[src/rtl/id_ex_stage_if.sv]
// ID/EX pipeline-register bus: decode-side inputs, write-back snoop port,
// and the registered EX-stage copies plus hazard/bubble status.
// slave = the ID/EX stage itself, master = whatever drives decode and consumes EX.
interface id_ex_stage_if;
  // decode-slot inputs
  logic        ValidIn;
  logic        Stall;
  logic        Flush;
  logic [4:0]  ReadReg1;
  logic [4:0]  ReadReg2;
  logic [4:0]  Rd;
  logic [63:0] ReadData1;
  logic [63:0] ReadData2;
  logic [63:0] Imm;
  logic [7:0]  CtrlIn;
  // write-back port as seen by the register file
  logic [4:0]  WBWriteReg;
  logic [63:0] WBWriteData;
  logic        WBRegWrite;
  // EX-stage registered copies
  logic        ValidOut;
  logic [63:0] ReadData1Out;
  logic [63:0] ReadData2Out;
  logic [63:0] ImmOut;
  logic [4:0]  ReadReg1Out;
  logic [4:0]  ReadReg2Out;
  logic [4:0]  RdOut;
  logic [7:0]  CtrlOut;
  // status
  logic        HazardStall;
  logic [15:0] BubbleCount;

  modport master (
    output ValidIn, Stall, Flush, ReadReg1, ReadReg2, Rd,
           ReadData1, ReadData2, Imm, CtrlIn,
           WBWriteReg, WBWriteData, WBRegWrite,
    input  ValidOut, ReadData1Out, ReadData2Out, ImmOut,
           ReadReg1Out, ReadReg2Out, RdOut, CtrlOut,
           HazardStall, BubbleCount
  );

  modport slave (
    input  ValidIn, Stall, Flush, ReadReg1, ReadReg2, Rd,
           ReadData1, ReadData2, Imm, CtrlIn,
           WBWriteReg, WBWriteData, WBRegWrite,
    output ValidOut, ReadData1Out, ReadData2Out, ImmOut,
           ReadReg1Out, ReadReg2Out, RdOut, CtrlOut,
           HazardStall, BubbleCount
  );
endinterface

[src/rtl/id_ex_stage.sv]
// ID/EX pipeline register with load-use hazard detection and bubble counter.
// Priority on each rising clk: Flush > Stall > load-use bubble > normal load.
// Optional feature: define WB_BYPASS_EN to forward the write-back value into
// the captured operands when WB writes a register being read this cycle
// (register 31 is the zero register and is never forwarded or hazarded).
module id_ex_stage (
  input logic         clk,
  input logic         Reset,
  id_ex_stage_if.slave bus
);
  localparam logic [4:0] XZR = 5'd31;

  logic        hazard;
  logic        bubbleEvent;
  logic [4:0]  srcReg  [2];
  logic [63:0] srcData [2];
  logic [63:0] capData [2];

  logic        validNext;
  logic [7:0]  ctrlNext;
  logic [4:0]  rdNext;
  logic [4:0]  readReg1Next;
  logic [4:0]  readReg2Next;
  logic [63:0] readData1Next;
  logic [63:0] readData2Next;
  logic [63:0] immNext;
  logic [15:0] bubbleCountNext;

  assign srcReg[0]  = bus.ReadReg1;
  assign srcReg[1]  = bus.ReadReg2;
  assign srcData[0] = bus.ReadData1;
  assign srcData[1] = bus.ReadData2;

  // Operand capture path, optionally forwarding the in-flight write-back value
  genvar gi;
  generate
    for (gi = 0; gi < 2; gi++) begin : gOperand
`ifdef WB_BYPASS_EN
      assign capData[gi] = (bus.WBRegWrite && (bus.WBWriteReg == srcReg[gi]) &&
                            (bus.WBWriteReg != XZR)) ? bus.WBWriteData : srcData[gi];
`else
      assign capData[gi] = srcData[gi];
`endif
    end
  endgenerate

`ifndef WB_BYPASS_EN
  // Write-back snoop port is deliberately ignored in this build
  logic wbUnused;
  assign wbUnused = bus.WBRegWrite ^ (^bus.WBWriteReg) ^ (^bus.WBWriteData) ^
                    (^srcReg[0]) ^ (^srcReg[1]);
`endif

  // Load-use hazard: EX holds a valid load whose destination a decode source needs
  always_comb begin
    hazard = bus.ValidIn && bus.ValidOut && bus.CtrlOut[1] && (bus.RdOut != XZR) &&
             ((bus.RdOut == bus.ReadReg1) || (bus.RdOut == bus.ReadReg2));
  end

  assign bus.HazardStall = hazard;

  // A real instruction is dropped when flushed, or when a bubble replaces it
  assign bubbleEvent = bus.ValidIn && (bus.Flush || (!bus.Stall && hazard));

  // Next-state selection for the pipeline register and bubble counter
  always_comb begin
    validNext       = bus.ValidOut;
    ctrlNext        = bus.CtrlOut;
    rdNext          = bus.RdOut;
    readReg1Next    = bus.ReadReg1Out;
    readReg2Next    = bus.ReadReg2Out;
    readData1Next   = bus.ReadData1Out;
    readData2Next   = bus.ReadData2Out;
    immNext         = bus.ImmOut;
    bubbleCountNext = bus.BubbleCount;

    if (bus.Flush || (!bus.Stall && hazard)) begin
      validNext     = 1'b0;
      ctrlNext      = '0;
      rdNext        = '0;
      readReg1Next  = '0;
      readReg2Next  = '0;
      readData1Next = '0;
      readData2Next = '0;
      immNext       = '0;
    end else if (!bus.Stall) begin
      validNext     = bus.ValidIn;
      ctrlNext      = bus.ValidIn ? bus.CtrlIn : 8'h00;
      rdNext        = bus.Rd;
      readReg1Next  = bus.ReadReg1;
      readReg2Next  = bus.ReadReg2;
      readData1Next = capData[0];
      readData2Next = capData[1];
      immNext       = bus.Imm;
    end

    // Saturating: once at all-ones the counter stays there
    if (bubbleEvent && (bus.BubbleCount != 16'hFFFF)) begin
      bubbleCountNext = bus.BubbleCount + 16'd1;
    end
  end

  // Pipeline register; reset clears everything immediately, independent of clk
  always_ff @(posedge clk or negedge Reset) begin
    if (!Reset) begin
      bus.ValidOut     <= 1'b0;
      bus.CtrlOut      <= '0;
      bus.RdOut        <= '0;
      bus.ReadReg1Out  <= '0;
      bus.ReadReg2Out  <= '0;
      bus.ReadData1Out <= '0;
      bus.ReadData2Out <= '0;
      bus.ImmOut       <= '0;
      bus.BubbleCount  <= '0;
    end else begin
      bus.ValidOut     <= validNext;
      bus.CtrlOut      <= ctrlNext;
      bus.RdOut        <= rdNext;
      bus.ReadReg1Out  <= readReg1Next;
      bus.ReadReg2Out  <= readReg2Next;
      bus.ReadData1Out <= readData1Next;
      bus.ReadData2Out <= readData2Next;
      bus.ImmOut       <= immNext;
      bus.BubbleCount  <= bubbleCountNext;
    end
  end
endmodule

[src/flat_wrapper.sv]
// flat-port wrapper written by rule: the top's interface ports become plain ports
module id_ex_stage_flat 
  (clk, Reset, bus_ValidIn, bus_Stall, bus_Flush, bus_ReadReg1, bus_ReadReg2, bus_Rd, bus_ReadData1, bus_ReadData2, bus_Imm, bus_CtrlIn, bus_WBWriteReg, bus_WBWriteData, bus_WBRegWrite, bus_ValidOut, bus_ReadData1Out, bus_ReadData2Out, bus_ImmOut, bus_ReadReg1Out, bus_ReadReg2Out, bus_RdOut, bus_CtrlOut, bus_HazardStall, bus_BubbleCount);
  id_ex_stage_if bus_i ();
  input logic clk;
  input logic Reset;
  input wire logic [$bits(bus_i.ValidIn)-1:0] bus_ValidIn;
  input wire logic [$bits(bus_i.Stall)-1:0] bus_Stall;
  input wire logic [$bits(bus_i.Flush)-1:0] bus_Flush;
  input wire logic [$bits(bus_i.ReadReg1)-1:0] bus_ReadReg1;
  input wire logic [$bits(bus_i.ReadReg2)-1:0] bus_ReadReg2;
  input wire logic [$bits(bus_i.Rd)-1:0] bus_Rd;
  input wire logic [$bits(bus_i.ReadData1)-1:0] bus_ReadData1;
  input wire logic [$bits(bus_i.ReadData2)-1:0] bus_ReadData2;
  input wire logic [$bits(bus_i.Imm)-1:0] bus_Imm;
  input wire logic [$bits(bus_i.CtrlIn)-1:0] bus_CtrlIn;
  input wire logic [$bits(bus_i.WBWriteReg)-1:0] bus_WBWriteReg;
  input wire logic [$bits(bus_i.WBWriteData)-1:0] bus_WBWriteData;
  input wire logic [$bits(bus_i.WBRegWrite)-1:0] bus_WBRegWrite;
  output wire logic [$bits(bus_i.ValidOut)-1:0] bus_ValidOut;
  output wire logic [$bits(bus_i.ReadData1Out)-1:0] bus_ReadData1Out;
  output wire logic [$bits(bus_i.ReadData2Out)-1:0] bus_ReadData2Out;
  output wire logic [$bits(bus_i.ImmOut)-1:0] bus_ImmOut;
  output wire logic [$bits(bus_i.ReadReg1Out)-1:0] bus_ReadReg1Out;
  output wire logic [$bits(bus_i.ReadReg2Out)-1:0] bus_ReadReg2Out;
  output wire logic [$bits(bus_i.RdOut)-1:0] bus_RdOut;
  output wire logic [$bits(bus_i.CtrlOut)-1:0] bus_CtrlOut;
  output wire logic [$bits(bus_i.HazardStall)-1:0] bus_HazardStall;
  output wire logic [$bits(bus_i.BubbleCount)-1:0] bus_BubbleCount;
  assign bus_i.ValidIn = bus_ValidIn;
  assign bus_i.Stall = bus_Stall;
  assign bus_i.Flush = bus_Flush;
  assign bus_i.ReadReg1 = bus_ReadReg1;
  assign bus_i.ReadReg2 = bus_ReadReg2;
  assign bus_i.Rd = bus_Rd;
  assign bus_i.ReadData1 = bus_ReadData1;
  assign bus_i.ReadData2 = bus_ReadData2;
  assign bus_i.Imm = bus_Imm;
  assign bus_i.CtrlIn = bus_CtrlIn;
  assign bus_i.WBWriteReg = bus_WBWriteReg;
  assign bus_i.WBWriteData = bus_WBWriteData;
  assign bus_i.WBRegWrite = bus_WBRegWrite;
  assign bus_ValidOut = bus_i.ValidOut;
  assign bus_ReadData1Out = bus_i.ReadData1Out;
  assign bus_ReadData2Out = bus_i.ReadData2Out;
  assign bus_ImmOut = bus_i.ImmOut;
  assign bus_ReadReg1Out = bus_i.ReadReg1Out;
  assign bus_ReadReg2Out = bus_i.ReadReg2Out;
  assign bus_RdOut = bus_i.RdOut;
  assign bus_CtrlOut = bus_i.CtrlOut;
  assign bus_HazardStall = bus_i.HazardStall;
  assign bus_BubbleCount = bus_i.BubbleCount;
  id_ex_stage u_core (.clk(clk), .Reset(Reset), .bus(bus_i));
endmodule
[config.mk]
export PLATFORM = sky130hd
export DESIGN_NAME = id_ex_stage_flat
export DESIGN_NICKNAME = d
export VERILOG_FILES = /design/src/rtl/id_ex_stage_if.sv /design/src/rtl/id_ex_stage.sv /design/src/flat_wrapper.sv
export SDC_FILE = /design/constraint.sdc
export NUM_CORES = 1
export LEC_CHECK = 0
export CELL_PAD_IN_SITES_DETAIL_PLACEMENT = 1
export CELL_PAD_IN_SITES_GLOBAL_PLACEMENT = 2
export CORE_AREA = 2 2 202 204
export CTS_CLUSTER_DIAMETER = 40
export DETAILED_ROUTE_END_ITERATION = 8
export DIE_AREA = 0 0 204 206
export GPL_ROUTABILITY_DRIVEN = 0
export PLACE_DENSITY_LB_ADDON = 0.1
export SYNTH_ARGS = -nofsm -noshare
export SYNTH_HDL_FRONTEND = slang
export SYNTH_SLANG_ARGS = --single-unit
[constraint.sdc]
create_clock -name clk -period 5.7 [get_ports clk]
set_input_delay 1.14 -clock clk [delete_from_list [all_inputs] [get_ports clk]]
set_output_delay 1.14 -clock clk [all_outputs]
set_load 0.02 [all_outputs]
==> flow_metrics.tcl, run 1 <==
set metrics [dict create \
    die_y_um 206 \
    grt_overflow 0 \
    ys_seq_elements 232 \
    io_buffers 452 \
    synth_ff_type "dfrtp_1" \
    grt_start_max_net_pins 108 \
    slew_headroom_pct 30.0 \
    post-synth-top-count-cell "dfrtp_1" \
    crit_chain "clkdlybuf4s50_1 > xor2_1 > nor3_1 > a22oi_1 > nor2_1 > clkdlybuf4s50_1" \
    tightestPinTransition_ns 1.05 \
    clk-insertion-delay-late_ns 0.56 \
    dieArea_mm2 0.0420 \
    post-dp-hpwl_mm 23.1 \
    post-cts-setup-buffers 0 \
    rsz0062_at_grt "false" \
    row_count 74 \
    synth_edf_count 0 \
    routed_wirelength_mm 33.2 \
    vias 7029 \
    power.density_mw_per_mm2 378 \
    ir_drop_mv 0.190 \
    yosysSeqAreaShare_pct 69.0 \
    cts_tree "built" \
    setup_tns_ns 0 \
    synthTopCellsByCount "dfrtp_1 (232), a22o_1 (208), clkbuf_1 (32)" \
    critPathKind "primary input to primary output" \
    synthDominantCellAreaShare_pct 69.0 \
    fmax_mhz 236 \
    cts-root-buf "clkbuf_16" \
    syn2layout_area_growth_pct 83.7 \
    grt_pass1_vias 7393 \
    clock_sinks 232 \
    critPathArrivalTime_ns 3.10 \
    final_antenna_net_count 0 \
    avgSynthCellArea_um2 14.8 \
    synth-async-reset-ratio_pct 100 \
    clockBufferDepth 3 \
    core-area_mm2 0.0402 \
    start_util_pct 20.9 \
    maxCapViolations 0 \
    drive_gt1_share_pct 10.1 \
    reg2reg_slack_ns 2.85 \
    leakagePower_uw 0.00678 \
    hold_slack_ns 0.488 \
    finalCritPeriodShare_pct 74.4 \
    fin_crit_ns 4.24 \
    die_x_um 204 \
    worstSetupStartpointType "primary input" \
    nets 1332 \
    cpPeakStageDelay_ns 0.70 \
    htree_levels 2 \
    ioPinCount 523 \
    hold_viol 0 \
    hold_buffers 0 \
    grt_pass1_wl_mm 49.0 \
    slowest_stage "clkdlybuf4s50_1" \
    drt_iter0_drc 284 \
    numCtsBuffers 52 \
    status "finished clean" \
    drcViolationCount 0 \
    fillers 4216 \
    ys_types 28 \
    synth_top_area_cell "dfrtp_1" \
    skew_ns 0.0154 \
    syn_area_mm2 0.00842 \
    antenna_found_initial 1 \
    grt_usage_pct 15.3 \
    yosysWarnings 0 \
    path_common_cell "clkdlybuf4s50_1" \
    postSynthCellCount 570 \
    wl_per_cell_um 20.6 \
    ys_top_cells_by_area "dfrtp_1 (69%), a22o_1 (22%), xor2_1 (2.2%), clkbuf_1 (1.4%), a32o_1 (0.95%)" \
    clk_pin_slew_ns 0.05 \
    worstHoldPathType "register to register" \
    dr.pass1.iters 4 \
    maxSlewViolCount 0 \
    vias_per_cell 4.35 \
    required_ns 4.56 \
    syn_nets 861 \
    critPathMaxFanout 2 \
    fin_util_pct 38.5 \
    end_kind "primary output" \
    setup_violations 0 \
    cts_resized 0 \
]
worst max-delay path: cells and delay by family:
kind	cells	cell delay, ns
buffers and inverters	2	1.19
AOI/OAI and AO/OA	1	0.16
and+or+nand+nor	2	0.40
xor gates and xnor gates	1	0.20
power breakdown:
part	total, uW	internal, uW	switching, uW
clock	3220	2250	975
combinational	776	408	369
sequential	1840	1760	82.5
cell families (layout without fill, tap and decap cells):
family / after synthesis / count (layout) / share of synthesized area (%)
muxes: 1 / 1 / 0.134
xor gates and xnor gates: 25 / 25 / 2.60
other: 0 / 1 / 0
buffers and inverters: 50 / 562 / 2.63
adders and majority gates: 1 / 1 / 0.149
and+or+nand+nor: 42 / 42 / 2.63
AOI/OAI and AO/OA: 219 / 219 / 22.9
DFF: 232 / 232 / 69.0
flip-flops by register name (all words and copies together) (netlist names):
name / count
u_core.bus.ValidOut: 1
u_core.bus.ReadData2Out: 64
u_core.bus.ReadReg1Out: 5
u_core.bus.CtrlOut: 8
u_core.bus.ImmOut: 64
u_core.bus.ReadData1Out: 64
u_core.bus.RdOut: 5
u_core.bus.BubbleCount: 16
u_core.bus.ReadReg2Out: 5
layout by cell type (no fill, tap or decap), types with 2 or more instances in the layout:
| cell type | netlist | final |
|---|---|---|
| a32o_1 | 8 | 8 |
| dfrtp_1 | 232 | 232 |
| bufinv_16 | 0 | 9 |
| nand4_1 | 4 | 4 |
| a22o_1 | 208 | 208 |
| clkinvlp_4 | 0 | 8 |
| nor4_1 | 2 | 2 |
| nand2b_1 | 2 | 2 |
| nor2_1 | 9 | 9 |
| clkbuf_1 | 32 | 4 |
| clkbuf_8 | 0 | 12 |
| clkdlybuf4s50_1 | 0 | 451 |
| xor2_1 | 21 | 21 |
| nand3_1 | 3 | 3 |
| nand2_1 | 7 | 7 |
| xnor2_1 | 4 | 4 |
| clkinv_2 | 0 | 5 |
| buf_12 | 0 | 4 |
| clkinv_4 | 0 | 3 |
| nor3_1 | 7 | 7 |
| clkbuf_16 | 0 | 53 |
| buf_4 | 5 | 10 |
per-stage QoR:
step	power [uW]	cells	area [um^2]	setup slack, ns
6_report	5840	1615	15500	1.46
5_1_grt	6080	1614	15500	1.38
4_1_cts	5950	1614	15500	1.43
3_5_place_dp	2660	1519	13600	1.45
3_3_place_gp	2660	1519	13600	1.42
2_1_floorplan	2150	570	8420	2.63
layout make-up:
type / count / area (um^2) / share of cell area (%)
flip-flops and latches: 232 / 5810 / 37.5
well taps: 532 / 666 / 4.30
clock inverters: 26 / 390 / 2.52
clock buffers: 69 / 1510 / 9.74
repair buffers: 466 / 4680 / 30.3
diodes: 1 / 2.50 / 0.0162
inverters: 1 / 3.75 / 0.0243
multi-input cells: 288 / 2400 / 15.6
worst paths after layout:
check,startpoint,to,cells past startpoint
setup / recovery,bus_ReadReg1[4],bus_HazardStall,6
hold / removal,u_core.bus.CtrlOut[0],u_core.bus.CtrlOut[0],1
setup reg to reg,u_core.bus.RdOut[3],u_core.bus.ImmOut[25],7
hold reg to reg,u_core.bus.CtrlOut[0],u_core.bus.CtrlOut[0],1
max in group asynchronous,Reset,u_core.bus.ReadData2Out[10],2
min in group asynchronous,Reset,u_core.bus.ImmOut[47],1
layer usage:
| layer | global-route usage, % | up-vias | share of wire [%] |
|---|---|---|---|
| met3 | 5.91 | 46 | 8.5 |
| met4 | 5.51 | 0 | 2.2 |
| met5 | 0 | - | 0 |
| met1 | 19.4 | 3550 | 43 |
| met2 | 23.9 | 288 | 47 |
| li1 | - | 3145 | - |
Power figures use the tool's default switching activity.
==> run 2, diff against run 1 <==
- CORE_AREA: 2 2 202 204 -> 2 2 205 207
- DIE_AREA: 0 0 204 206 -> 0 0 207 209
- clock period: 5.7 -> 4 ns (I/O delays scaled with it)
==> flow_metrics.tcl, run 2 (synthesized netlist as in run 1, its figures left out) <==
set metrics [dict create \
    status "finished clean" \
    clk-insertion-delay-late_ns 0.55 \
    setup_tns_ns 0 \
    drcViolationCount 0 \
    vias_per_cell 4.37 \
    grt_usage_pct 15.5 \
    final_antenna_net_count 0 \
    setup_violations 0 \
    internal_power_uw 6100 \
    fmax_mhz 283 \
    grt_start_max_net_pins 110 \
    worstSetupStartpointType "primary input" \
    die_x_um 207 \
    critPathArrivalTime_ns 2.74 \
    syn2layout_area_growth_pct 82.8 \
    dieArea_mm2 0.0433 \
    hold_viol 0 \
    grt_pass1_vias 7688 \
    core-area_mm2 0.0413 \
    p_clk_share_pct 53.9 \
    tightestPinTransition_ns 0.797 \
    wl_per_cell_um 21.0 \
    row_count 75 \
    post-dp-hpwl_mm 23.0 \
    skew_ns 0.0104 \
    maxCapViolations 0 \
    ir_drop_mv 0.279 \
    cts-root-buf "clkbuf_16" \
    nets 1328 \
    cts_tree "built" \
    worstHoldPathType "primary input to asynchronous set/reset pin" \
    die_y_um 209 \
    hold_buffers 0 \
    grt_overflow 0 \
    end_kind "primary output" \
    top_regs "u_core.bus.ImmOut: 64 flops, u_core.bus.ReadData1Out: 64 flops, u_core.bus.ReadData2Out: 64 flops" \
    critPathMaxFanout 2 \
    clockBufferDepth 3 \
    seqPwrFrac_pct 32.4 \
    htree_levels 2 \
    dr.pass1.iters 5 \
    drt_iter0_drc 285 \
    pwr-share-comb_pct 13.6 \
    fin_util_pct 37.3 \
    slew_headroom_pct 46.9 \
    fin_crit_ns 3.54 \
    mostFrequentLayoutCell "clkdlybuf4s50_1" \
    finalCritPeriodShare_pct 88.4 \
    leakagePower_uw 0.00675 \
    numCtsBuffers 51 \
    maxSlewViolCount 0 \
    swShare_pct 24.8 \
    required_ns 3.20 \
    antenna_found_initial 2 \
    grt_pass1_wl_mm 51.5 \
    power.density_mw_per_mm2 527 \
    post-cts-setup-buffers 0 \
    routed_wirelength_mm 34.0 \
    start_util_pct 20.4 \
    rsz0062_at_grt "false" \
    vias 7076 \
    switchingPower_uw 2010 \
    cts_resized 0 \
    clk_pin_slew_ns 0.04 \
    ioPinCount 523 \
    final_cell_mix "clkdlybuf4s50_1 (451), dfrtp_1 (232), a22o_1 (208)" \
    io_buffers 452 \
    drive_gt1_share_pct 9.82 \
    critPathKind "primary input to primary output" \
    clock_sinks 232 \
]
[run 2: final timing paths]
check / startpoint / endpoint / slack (ns) / depth (start not counted)
max: bus_ReadReg1[3] / bus_HazardStall / 0.46 / 6
min reg2reg: u_core.bus.BubbleCount[15] / u_core.bus.BubbleCount[15] / 0.49 / 1
max in group asynchronous: Reset / u_core.bus.ImmOut[11] / 2.76 / 2
min in group clk: u_core.bus.BubbleCount[15] / u_core.bus.BubbleCount[15] / 0.49 / 1
min: Reset / u_core.bus.ImmOut[49] / 0.24 / 1
max reg2reg: u_core.bus.RdOut[1] / u_core.bus.CtrlOut[1] / 1.60 / 7
[run 2: area by class of cell]
| type | instances | area (um^2) |
|---|---|---|
| diodes | 2 | 5.00 |
| repair buffers | 463 | 4670 |
| multi-input cells | 288 | 2400 |
| well taps | 539 | 674 |
| fillers | 4372 | 25900 |
| inverters | 1 | 3.75 |
| flip-flops and latches | 232 | 5810 |
| clock buffers | 73 | 1560 |
| clock inverters | 22 | 256 |
[run 2: worst max-delay path, cell delays in order]
cell and delay [ns]:
clkdlybuf4s50_1 0.46, xor2_1 0.16, nor2_1 0.20, a22oi_1 0.14, nor2_1 0.27, clkdlybuf4s50_1 0.70
[run 2: routing by layer]
metal | vias to the layer above | part of all wire [%] | GRT usage (%)
met5 | - | 0.029 | 0
met1 | 3597 | 42 | 19.3
met3 | 61 | 8.5 | 6.12
met2 | 273 | 47 | 24.5
met4 | 2 | 2.5 | 5.49
li1 | 3143 | - | -
[run 2: through the flow]
stage	cell area, um^2	std cells	power (uW)	hold WS (ns)	setup WS [ns]
6_report	15400	1620	8110	0.237	0.463
2_1_floorplan	8420	570	3070	0.504	1.61
3_3_place_gp	13600	1523	3790	0.476	0.404
5_1_grt	15400	1619	8460	0.302	0.335
3_5_place_dp	13600	1523	3790	0.484	0.386
4_1_cts	15400	1618	8270	0.266	0.380
[run 2: power by group through the flow]
| stage | clock, uW | sequential, uW | combinational [uW] |
|---|---|---|---|
| global route | 4620 | 2660 | 1180 |
| CTS | 4510 | 2630 | 1130 |
| finish | 4370 | 2630 | 1110 |
| detailed placement | 0 | 2660 | 1130 |
| global placement | 0 | 2660 | 1130 |
| floorplan | 0 | 2840 | 227 |
